### src/rtl/layer_params_deserializer.sv
// layer_params_deserializer
//
// Collects TOTAL_PARAMS sequential parameter words into one layer-parameter
// record and queues completed records in a small circular buffer for the
// layer-control logic. Words arrive highest field first, so the first word
// lands in field TOTAL_PARAMS-1 and the last word is field 0 (`valid`).
// A completed record whose `valid` bit (bit 0 of the final word) is clear is
// dropped and raises a sticky format error.
//
// Ports:
//   clk            single clock
//   reset          asynchronous active-high reset
//   flush          synchronous clear, same effect as reset
//   in_data        parameter word
//   in_valid       in_data is valid
//   in_ready       word accepted on in_valid && in_ready
//   out_params     head record, field k at [k*PARAM_WIDTH +: PARAM_WIDTH]
//   out_valid      buffer holds at least one record
//   out_ready      head popped on out_valid && out_ready
//   new_layer_edge one-cycle pulse in the cycle after each pop
//   word_idx       index of the next expected word
//   format_err     sticky: a record arrived with its valid bit clear
module layer_params_deserializer #(
  parameter int TOTAL_PARAMS = 34,
  parameter int PARAM_WIDTH  = 28,
  parameter int DEPTH        = 2
) (
  input  logic                                 clk,
  input  logic                                 reset,
  input  logic                                 flush,
  input  logic [PARAM_WIDTH-1:0]               in_data,
  input  logic                                 in_valid,
  output logic                                 in_ready,
  output logic [TOTAL_PARAMS*PARAM_WIDTH-1:0]  out_params,
  output logic                                 out_valid,
  input  logic                                 out_ready,
  output logic                                 new_layer_edge,
  output logic [$clog2(TOTAL_PARAMS)-1:0]      word_idx,
  output logic                                 format_err
);

  localparam int IDX_W = $clog2(TOTAL_PARAMS);
  localparam int REC_W = TOTAL_PARAMS * PARAM_WIDTH;
  localparam int PTR_W = $clog2(DEPTH);
  localparam int CNT_W = PTR_W + 1;

  localparam logic [IDX_W-1:0] LAST_IDX = IDX_W'(TOTAL_PARAMS - 1);
  localparam logic [CNT_W-1:0] FULL_CNT = CNT_W'(DEPTH);

  logic [IDX_W-1:0] word_idx_q, word_idx_d;
  logic [REC_W-1:0] asm_q, asm_d;
  logic [PTR_W-1:0] wr_ptr_q, wr_ptr_d;
  logic [PTR_W-1:0] rd_ptr_q, rd_ptr_d;
  logic [CNT_W-1:0] count_q, count_d;
  logic             format_err_q, format_err_d;
  logic             new_layer_edge_q, new_layer_edge_d;

  logic [REC_W-1:0] buf_mem [DEPTH];

  logic last_word;
  logic accept;
  logic push;
  logic pop;
  int   slot;

  assign last_word = (word_idx_q == LAST_IDX);
  // The final word stalls only while the buffer is full; a pop in the same
  // cycle does not open the gate, keeping in_ready a pure register decode.
  assign in_ready  = !(last_word && (count_q == FULL_CNT));
  assign out_valid = (count_q != '0);
  assign accept    = in_valid && in_ready;
  assign pop       = out_valid && out_ready;
  assign slot      = TOTAL_PARAMS - 1 - int'(word_idx_q);

  always_comb begin
    // NOTE: every signal written here gets a default first so no path through
    // the block leaves it unassigned, which would infer a latch.
    word_idx_d       = word_idx_q;
    asm_d            = asm_q;
    wr_ptr_d         = wr_ptr_q;
    rd_ptr_d         = rd_ptr_q;
    count_d          = count_q;
    format_err_d     = format_err_q;
    new_layer_edge_d = pop;
    push             = 1'b0;

    if (accept) begin
      for (int k = 0; k < TOTAL_PARAMS; k++) begin
        if (k == slot) asm_d[k*PARAM_WIDTH +: PARAM_WIDTH] = in_data;
      end
      if (last_word) begin
        word_idx_d = '0;
        if (in_data[0]) push = 1'b1;
        else            format_err_d = 1'b1;
      end else begin
        word_idx_d = word_idx_q + 1'b1;
      end
    end

    if (push) wr_ptr_d = wr_ptr_q + 1'b1;
    if (pop)  rd_ptr_d = rd_ptr_q + 1'b1;

    unique case ({push, pop})
      2'b10:   count_d = count_q + 1'b1;
      2'b01:   count_d = count_q - 1'b1;
      default: count_d = count_q;
    endcase

    // Soft reset wins over everything, including a same-cycle push or pop.
    if (flush) begin
      word_idx_d       = '0;
      asm_d            = '0;
      wr_ptr_d         = '0;
      rd_ptr_d         = '0;
      count_d          = '0;
      format_err_d     = 1'b0;
      new_layer_edge_d = 1'b0;
      push             = 1'b0;
    end
  end

  // NOTE: state registers use non-blocking assignments so every flop samples
  // the pre-edge value of every other flop, independent of block ordering.
  always_ff @(posedge clk or posedge reset) begin
    if (reset) begin
      word_idx_q       <= '0;
      asm_q            <= '0;
      wr_ptr_q         <= '0;
      rd_ptr_q         <= '0;
      count_q          <= '0;
      format_err_q     <= 1'b0;
      new_layer_edge_q <= 1'b0;
    end else begin
      word_idx_q       <= word_idx_d;
      asm_q            <= asm_d;
      wr_ptr_q         <= wr_ptr_d;
      rd_ptr_q         <= rd_ptr_d;
      count_q          <= count_d;
      format_err_q     <= format_err_d;
      new_layer_edge_q <= new_layer_edge_d;
    end
  end

  // NOTE: the record storage is not reset; slots are only ever read while the
  // occupancy count says they hold a pushed record, and out_params is forced
  // to zero when the buffer is empty.
  always_ff @(posedge clk) begin
    if (push) buf_mem[wr_ptr_q] <= asm_d;
  end

  assign out_params     = out_valid ? buf_mem[rd_ptr_q] : '0;
  assign new_layer_edge = new_layer_edge_q;
  assign word_idx       = word_idx_q;
  assign format_err     = format_err_q;

endmodule

### config.mk
export PLATFORM = sky130hd
export DESIGN_NAME = layer_params_deserializer
export DESIGN_NICKNAME = d
export VERILOG_FILES = /design/src/rtl/layer_params_deserializer.sv
export SDC_FILE = /design/constraint.sdc
export NUM_CORES = 2
export LEC_CHECK = 0
export BUFFER_PORTS_ARGS = -buffer_cell sky130_fd_sc_hd__buf_2
export CAP_MARGIN = 15
export CORE_ASPECT_RATIO = 1.1
export CORE_MARGIN = 1
export CORE_UTILIZATION = 54
export CTS_CLUSTER_DIAMETER = 150
export DETAILED_ROUTE_END_ITERATION = 6
export GPL_TIMING_DRIVEN = 1
export PLACE_DENSITY = 0.74
export SYNTH_ARGS = -nofsm -noshare
export SYNTH_HDL_FRONTEND = slang
export SYNTH_SLANG_ARGS = --single-unit
### constraint.sdc
create_clock -name clk -period 71.5 [get_ports clk]
set_input_delay 14.3 -clock clk [delete_from_list [all_inputs] [get_ports clk]]
set_output_delay 14.3 -clock clk [all_outputs]
set_load 0.01 [all_outputs]
## Word-level counts from Yosys, hierarchy flattened

Memories as Yosys holds them, arrays and structs flattened.
Index checks and enable logic that the tools add are counted.

| cells by class | value |
|---|---|
| mux-type cells | 57 |
| eq/ne operators | 38 |
| reductions and logical operators | 12 |
| $add $sub $neg | 6 |

Operators with widths:

| cell | count |
|---|---|
| 2-to-1 mux 952 bit | 3 |
| 2-to-1 mux 28 bit | 34 |
| == test 6 x 7 -> 1 bit (first input constant) | 16 |
| == test 5 x 7 -> 1 bit (first input constant) | 8 |
| zero test 32 bit | 1 |
| == test 4 x 7 -> 1 bit (first input constant) | 4 |
| 2-to-1 mux 6 bit | 3 |
| 2-to-1 mux 1 bit | 15 |
| == test 3 x 7 -> 1 bit (first input constant) | 2 |
| == test 7 bit (first input constant) | 2 |
| nonzero test 2 bit | 5 |
| == test 2 x 7 -> 1 bit (first input constant) | 1 |
| subtractor 6 x 6 -> 7 bit (first input constant) | 1 |
| adder 6 x 1 -> 6 bit (second input constant) | 1 |
| == test 6 bit (second input constant) | 1 |
| == test 2 bit (second input constant) | 2 |
| one-hot mux 2 bit (2 select lines) | 1 |
| logical AND 1 bit | 3 |
| AND reduction 3 bit | 1 |
| nonzero test 3 bit | 1 |
| adder 1 bit (second input constant) | 2 |
| adder 2 x 1 -> 2 bit (second input constant) | 1 |
| == test 2 x 1 -> 1 bit (second input constant) | 1 |
| 2-to-1 mux 2 bit | 1 |
| 3 further kinds | 3 |

| word-level totals | value |
|---|---|
| bits in writable memories | 1,904 |
| word-level logic and storage cells | 121 |
| output and inout bits | 962 |
| input bits | 33 |
| memories kept | 1 |
| register bits | 964 |

Memories:

| name | depth | bits a word | rd ports | clocked after memory_dff | write ports | RTL line | text |
|---|---|---|---|---|---|---|---|
| buf_mem | 2 | 952 | 1 | 0 | 1 | 58 | `logic [REC_W-1:0] buf_mem [DEPTH];` |

## Longest topological paths before layout

| logic depth | value |
|---|---|
| word-level depth | 8 |
| gate-level depth with buffers | 10 |

## Worst setup path after synthesis

No wires, ideal clock.

| path | value |
|---|---|
| kind | input port to flip-flop |
| start | input in_valid |
| end | memory buf_mem[1][0] (netlist bit), enable pin |
| path buffers | 2 |
| setup slack | -15.863 ns |
| cell stages on the path | 5 |
| required time | 67.864 ns |
| data arrival time | 83.727 ns |
| cell sequence | buf_2 > buf_2 > nand4b_1 > or2_0 > nor3b_1 |

| between the ends | value |
|---|---|
| cells in the longest elaborated chain, start to end | 5 |

RTL lines:

| item | RTL line | text |
|---|---|---|
| start, declared | 32 | `input logic in_valid,` |
| logical AND 1 bit | 71 | `assign accept = in_valid && in_ready;` |
| 2-to-1 mux 1 bit | 87 | `if (accept) begin` |
| 2-to-1 mux 1 bit | 110 | `if (flush) begin` |
| 2-to-1 mux 1 bit | 148 | `if (push) buf_mem[wr_ptr_q] <= asm_d;` |
| 2-to-1 mux 1 bit (implied by the code) | 148 |  |
| end, declared | 58 |  |

Every way passes these cells.

## Worst setup path in the final report

| path | value |
|---|---|
| start | register rd_ptr_q |
| end | output out_params[388] |

| between the ends | value |
|---|---|
| cells in the longest elaborated chain, start to end | 2 |

RTL lines:

| item | RTL line | text |
|---|---|---|
| start, declared | 53 | `logic [PTR_W-1:0] rd_ptr_q, rd_ptr_d;` |
| start signal, assigned | 137 | `rd_ptr_q <= rd_ptr_d;` |
| memory (2 x 952 bit) | -- |  |
| 2-to-1 mux 952 bit | 151 | `assign out_params = out_valid ? buf_mem[rd_ptr_q] : '0;` |
| end, declared | 34 | `output logic [TOTAL_PARAMS*PARAM_WIDTH-1:0] out_params,` |

Every way passes these cells.

==> run summary <==
Status: finished clean
Hold/Removal Path Class: reg2reg
Vias in the first global route: 65350
Post-Synth Adder-Cell Area: 0.0661%
WL final: 320 mm
Clk sinks: 2868
CTS tree: yes
Hold WS: 527 ps
Synthesized Nets: 7493
DR iter-0 viols: 5340
Largest family of logic cells by synthesized area: multiplexers
Seq/Total Area, Yosys: 71.6%
Share of layout cells above drive strength 1: 18.6%
Simple-Gate Fraction of Synth Area: 9.19%
Final Max Tran Viols: 0
Worst setup margin: 49510 ps
Cell area after synthesis: 114000 um2
Sw Share: 20.6%
Compound-Gate Fraction of Synth Area: 0.465%
Crit-path cells: buf_4, buf_4, buf_12, buf_4, buf_4, buf_4, mux2i_1, nor2_1, buf_2
Gate Count Post-Synth: 7454
Placed Area: 121000 um2
Final Non-Filler Cells: 11328
Xor/xnor share of the synthesized area: 0.0386%
Fin util: 62.2%
Hold Buf Count CTS: 0
Post-route cell area: 130000 um2
Setup repair after global routing missed its margin: no
Comb pwr share: 2.4%
Yosys top cell area share: 50.4%
Lkg Pwr: 56.3 nW
Worst EP arrival: 7690 ps
Total Power: 3.30 mW
Number of fill cells: 15096
CP delay by family, top: buffers and inverters
Post-CTS Setup Bufs: 0
First-pass GRT wire length: 453 mm
Pwr dens: 25.4 nW/um2
Total Routing Usage GR: 29.7%
Port Buf Inserts: 994
F_max: 45.5 MHz
Dpl ws: 50580 ps
Vias per std cell: 5.79
Final setup skew: 58.3 ps
Initial antenna violation count: 15
Die height: 483 um
Ys Warns: 0
Synthesized flop and latch total: 2868
Clock Pin Slew Worst Setup and Hold Paths: 60 ps
Die width: 439 um
DRT antenna net count: 0
Post-DP HPWL: 193 mm
Layout area overhead: 14.5%
Startpoint types: flop
IO Pins: 995
CP max stage delay: 950 ps
Largest net degree at the start of global routing: 219
TNS Setup: 0 ps
Actual slew at the worst max-slew pin: 1320 ps
Placed instance count: 10801
Via count: 65638
Final setup fails: 0
Clk buf depth: 4
First-pass DRT Iterations: 6
GRT overflow: 0
Fin crit period: 21990 ps
Sw power: 0.680 mW
Wire per inst: 28.2 um
# DRC: 0
Clock power frac: 44.3%
Rows: 176
Post-synth top area cell: edfxtp_1
Seq pwr share: 53.3%
Worst EP required: 57200 ps
Crit path kind: reg2out
Worst path most repeated cell: buf_4
Int Pwr: 2.62 mW
Synth area leaders: edfxtp_1, dfrtp_1, mux2i_1
# resized after CTS: 0
Distinct cell type count of the synthesized netlist: 48
Critical Path End Type: output port
CP bufs+invs: 7
Post-Syn Area per Cell: 15.2 um2
H-tree depth: 5
Crit path max fanout: 115
Crit path max-delay cell type: dfrtp_4
Final hold violation count: 0
Clock Tree Root: clkbuf_16
Post-synthesis mux area share: 16.3%
Crit share post-route: 30.8%
Rel. slew slack: 12.3%
Num CTS Buffers: 294
Layout Nets: 8377
Max-cap violations: 0
Routability cong.: 0.874
Initial Util: 54.3%
Full die area: 212000 um2
Maximum vdd ir drop: 21.4 uV
Clk_lat worst skew: 940 ps
Std-Cell Core Area: 209000 um2
synth_stat cells (all sizes together):
library cell and count:
a21boi 1, a21o 1, a21oi 74, a22oi 2, a31o 1, a32oi 1
and4bb 1, buf 188, clkbuf 337, dfrtp 964, edfxtp 1904, ha 6
inv 8, mux2 2, mux2i 1849, nand2 122, nand2b 930, nand3 9
nand3b 7, nand4 6, nand4b 5, nor2 971, nor2b 4, nor3 25
nor3b 1, nor4 8, o21ai 4, o21ba 1, o22ai 3, o311a 1
o32ai 1, or2 4, or3 4, or3b 2, or4 1, or4b 1
xnor2 2, xor2 3
layout by cell type, fill, tap and decap left out, types with 3 or more instances in the layout:
cell type and n:
edfxtp_1 1904, mux2i_1 1849, buf_2 993, nor2_1 970, dfrtp_1 963, nand2b_1 902, clkbuf_16 299, nand2_1 122
buf_4 108, clkbuf_1 80, a21oi_1 59, clkinv_2 44, clkinv_1 31, nand2b_4 28, clkbuf_8 27, nor3_1 22
a21oi_4 15, bufinv_16 13, buf_12 11, diode_2 10, clkinvlp_4 10, inv_6 9, nand3_2 8, nor4_1 8
inv_1 7, nand3b_1 7, nand4_1 6, ha_1 6, nand4b_1 5, or3_1 4, nor2b_1 4, nor3_4 3
xor2_1 3, o21ai_0 3, clkinv_4 3
state kept, by name (all words and copies together), names as in the netlist:
register and count:
asm_q 952, wr_ptr_q 1, format_err 1, word_idx 6
count_q 2, buf_mem 1904, new_layer_edge 1, rd_ptr_q 1
cell type report:
type	count	area, um2	share of cell area [%]
flip-flops and latches	2868	81300	62.6
multi-input cells	4053	30100	23.1
clock buffers	406	8150	6.27
repair buffers	1113	6020	4.63
well taps	2759	3450	2.66
clock inverters	111	918	0.707
inverters	8	37.5	0.0289
diodes	10	25.0	0.0193
final timing paths:
check | from | end | slack (ps) | cells after the start
max in group asynchronous | reset | asm_q[905]$_DFF_PP0_ | 54020 | 6
min in group asynchronous | reset | asm_q[386]$_DFF_PP0_ | 13430 | 2
hold / removal | format_err$_DFFE_PP0P_ | format_err$_DFFE_PP0P_ | 530 | 1
hold reg to reg | format_err$_DFFE_PP0P_ | format_err$_DFFE_PP0P_ | 530 | 1
setup reg to reg | word_idx[1]$_DFFE_PP0P_ | buf_mem[1][389]$_DFFE_PP_ | 64360 | 10
setup / recovery | rd_ptr_q$_DFFE_PP0P_ | out_params[388] | 49510 | 9
kinds of logic after synthesis:
| logic type | after synthesis |
|---|---|
| simple gates | 2101 |
| mux | 1851 |
| fa+ha+maj | 6 |
| flops | 2868 |
| compound gates | 90 |
| xor+xnor | 5 |
| buf+inv | 533 |
worst reg2reg max path, delay by kind of cell (launching register included):
family | cells | cell delay (ps)
buffers and inverters | 5 | 3940
adders and majority gates | 1 | 400
DFF | 1 | 510
and+or+nand+nor | 4 | 1900
power groups by stage:
| stage | clock (mW) | sequential (mW) | combinational, mW |
|---|---|---|---|
| finish | 1.46 | 1.76 | 0.0780 |
| detailed placement | 0 | 1.80 | 0.0787 |
| floorplan | 0 | 1.80 | 0.0423 |
| CTS | 1.48 | 1.76 | 0.0787 |
| global placement | 0 | 1.80 | 0.0775 |
| global route | 1.54 | 1.76 | 0.0820 |
metal layers:
metal / vias up / global-route usage (%) / wire [um]
li1: 28067 / - / -
met1: 33800 / 39.3 / 123000
met2: 3098 / 46.9 / 152000
met3: 673 / 5.82 / 26700
met4: 0 / 15.6 / 17500
met5: - / 0 / 0
Note: power is estimated with default switching activity, not from simulation.
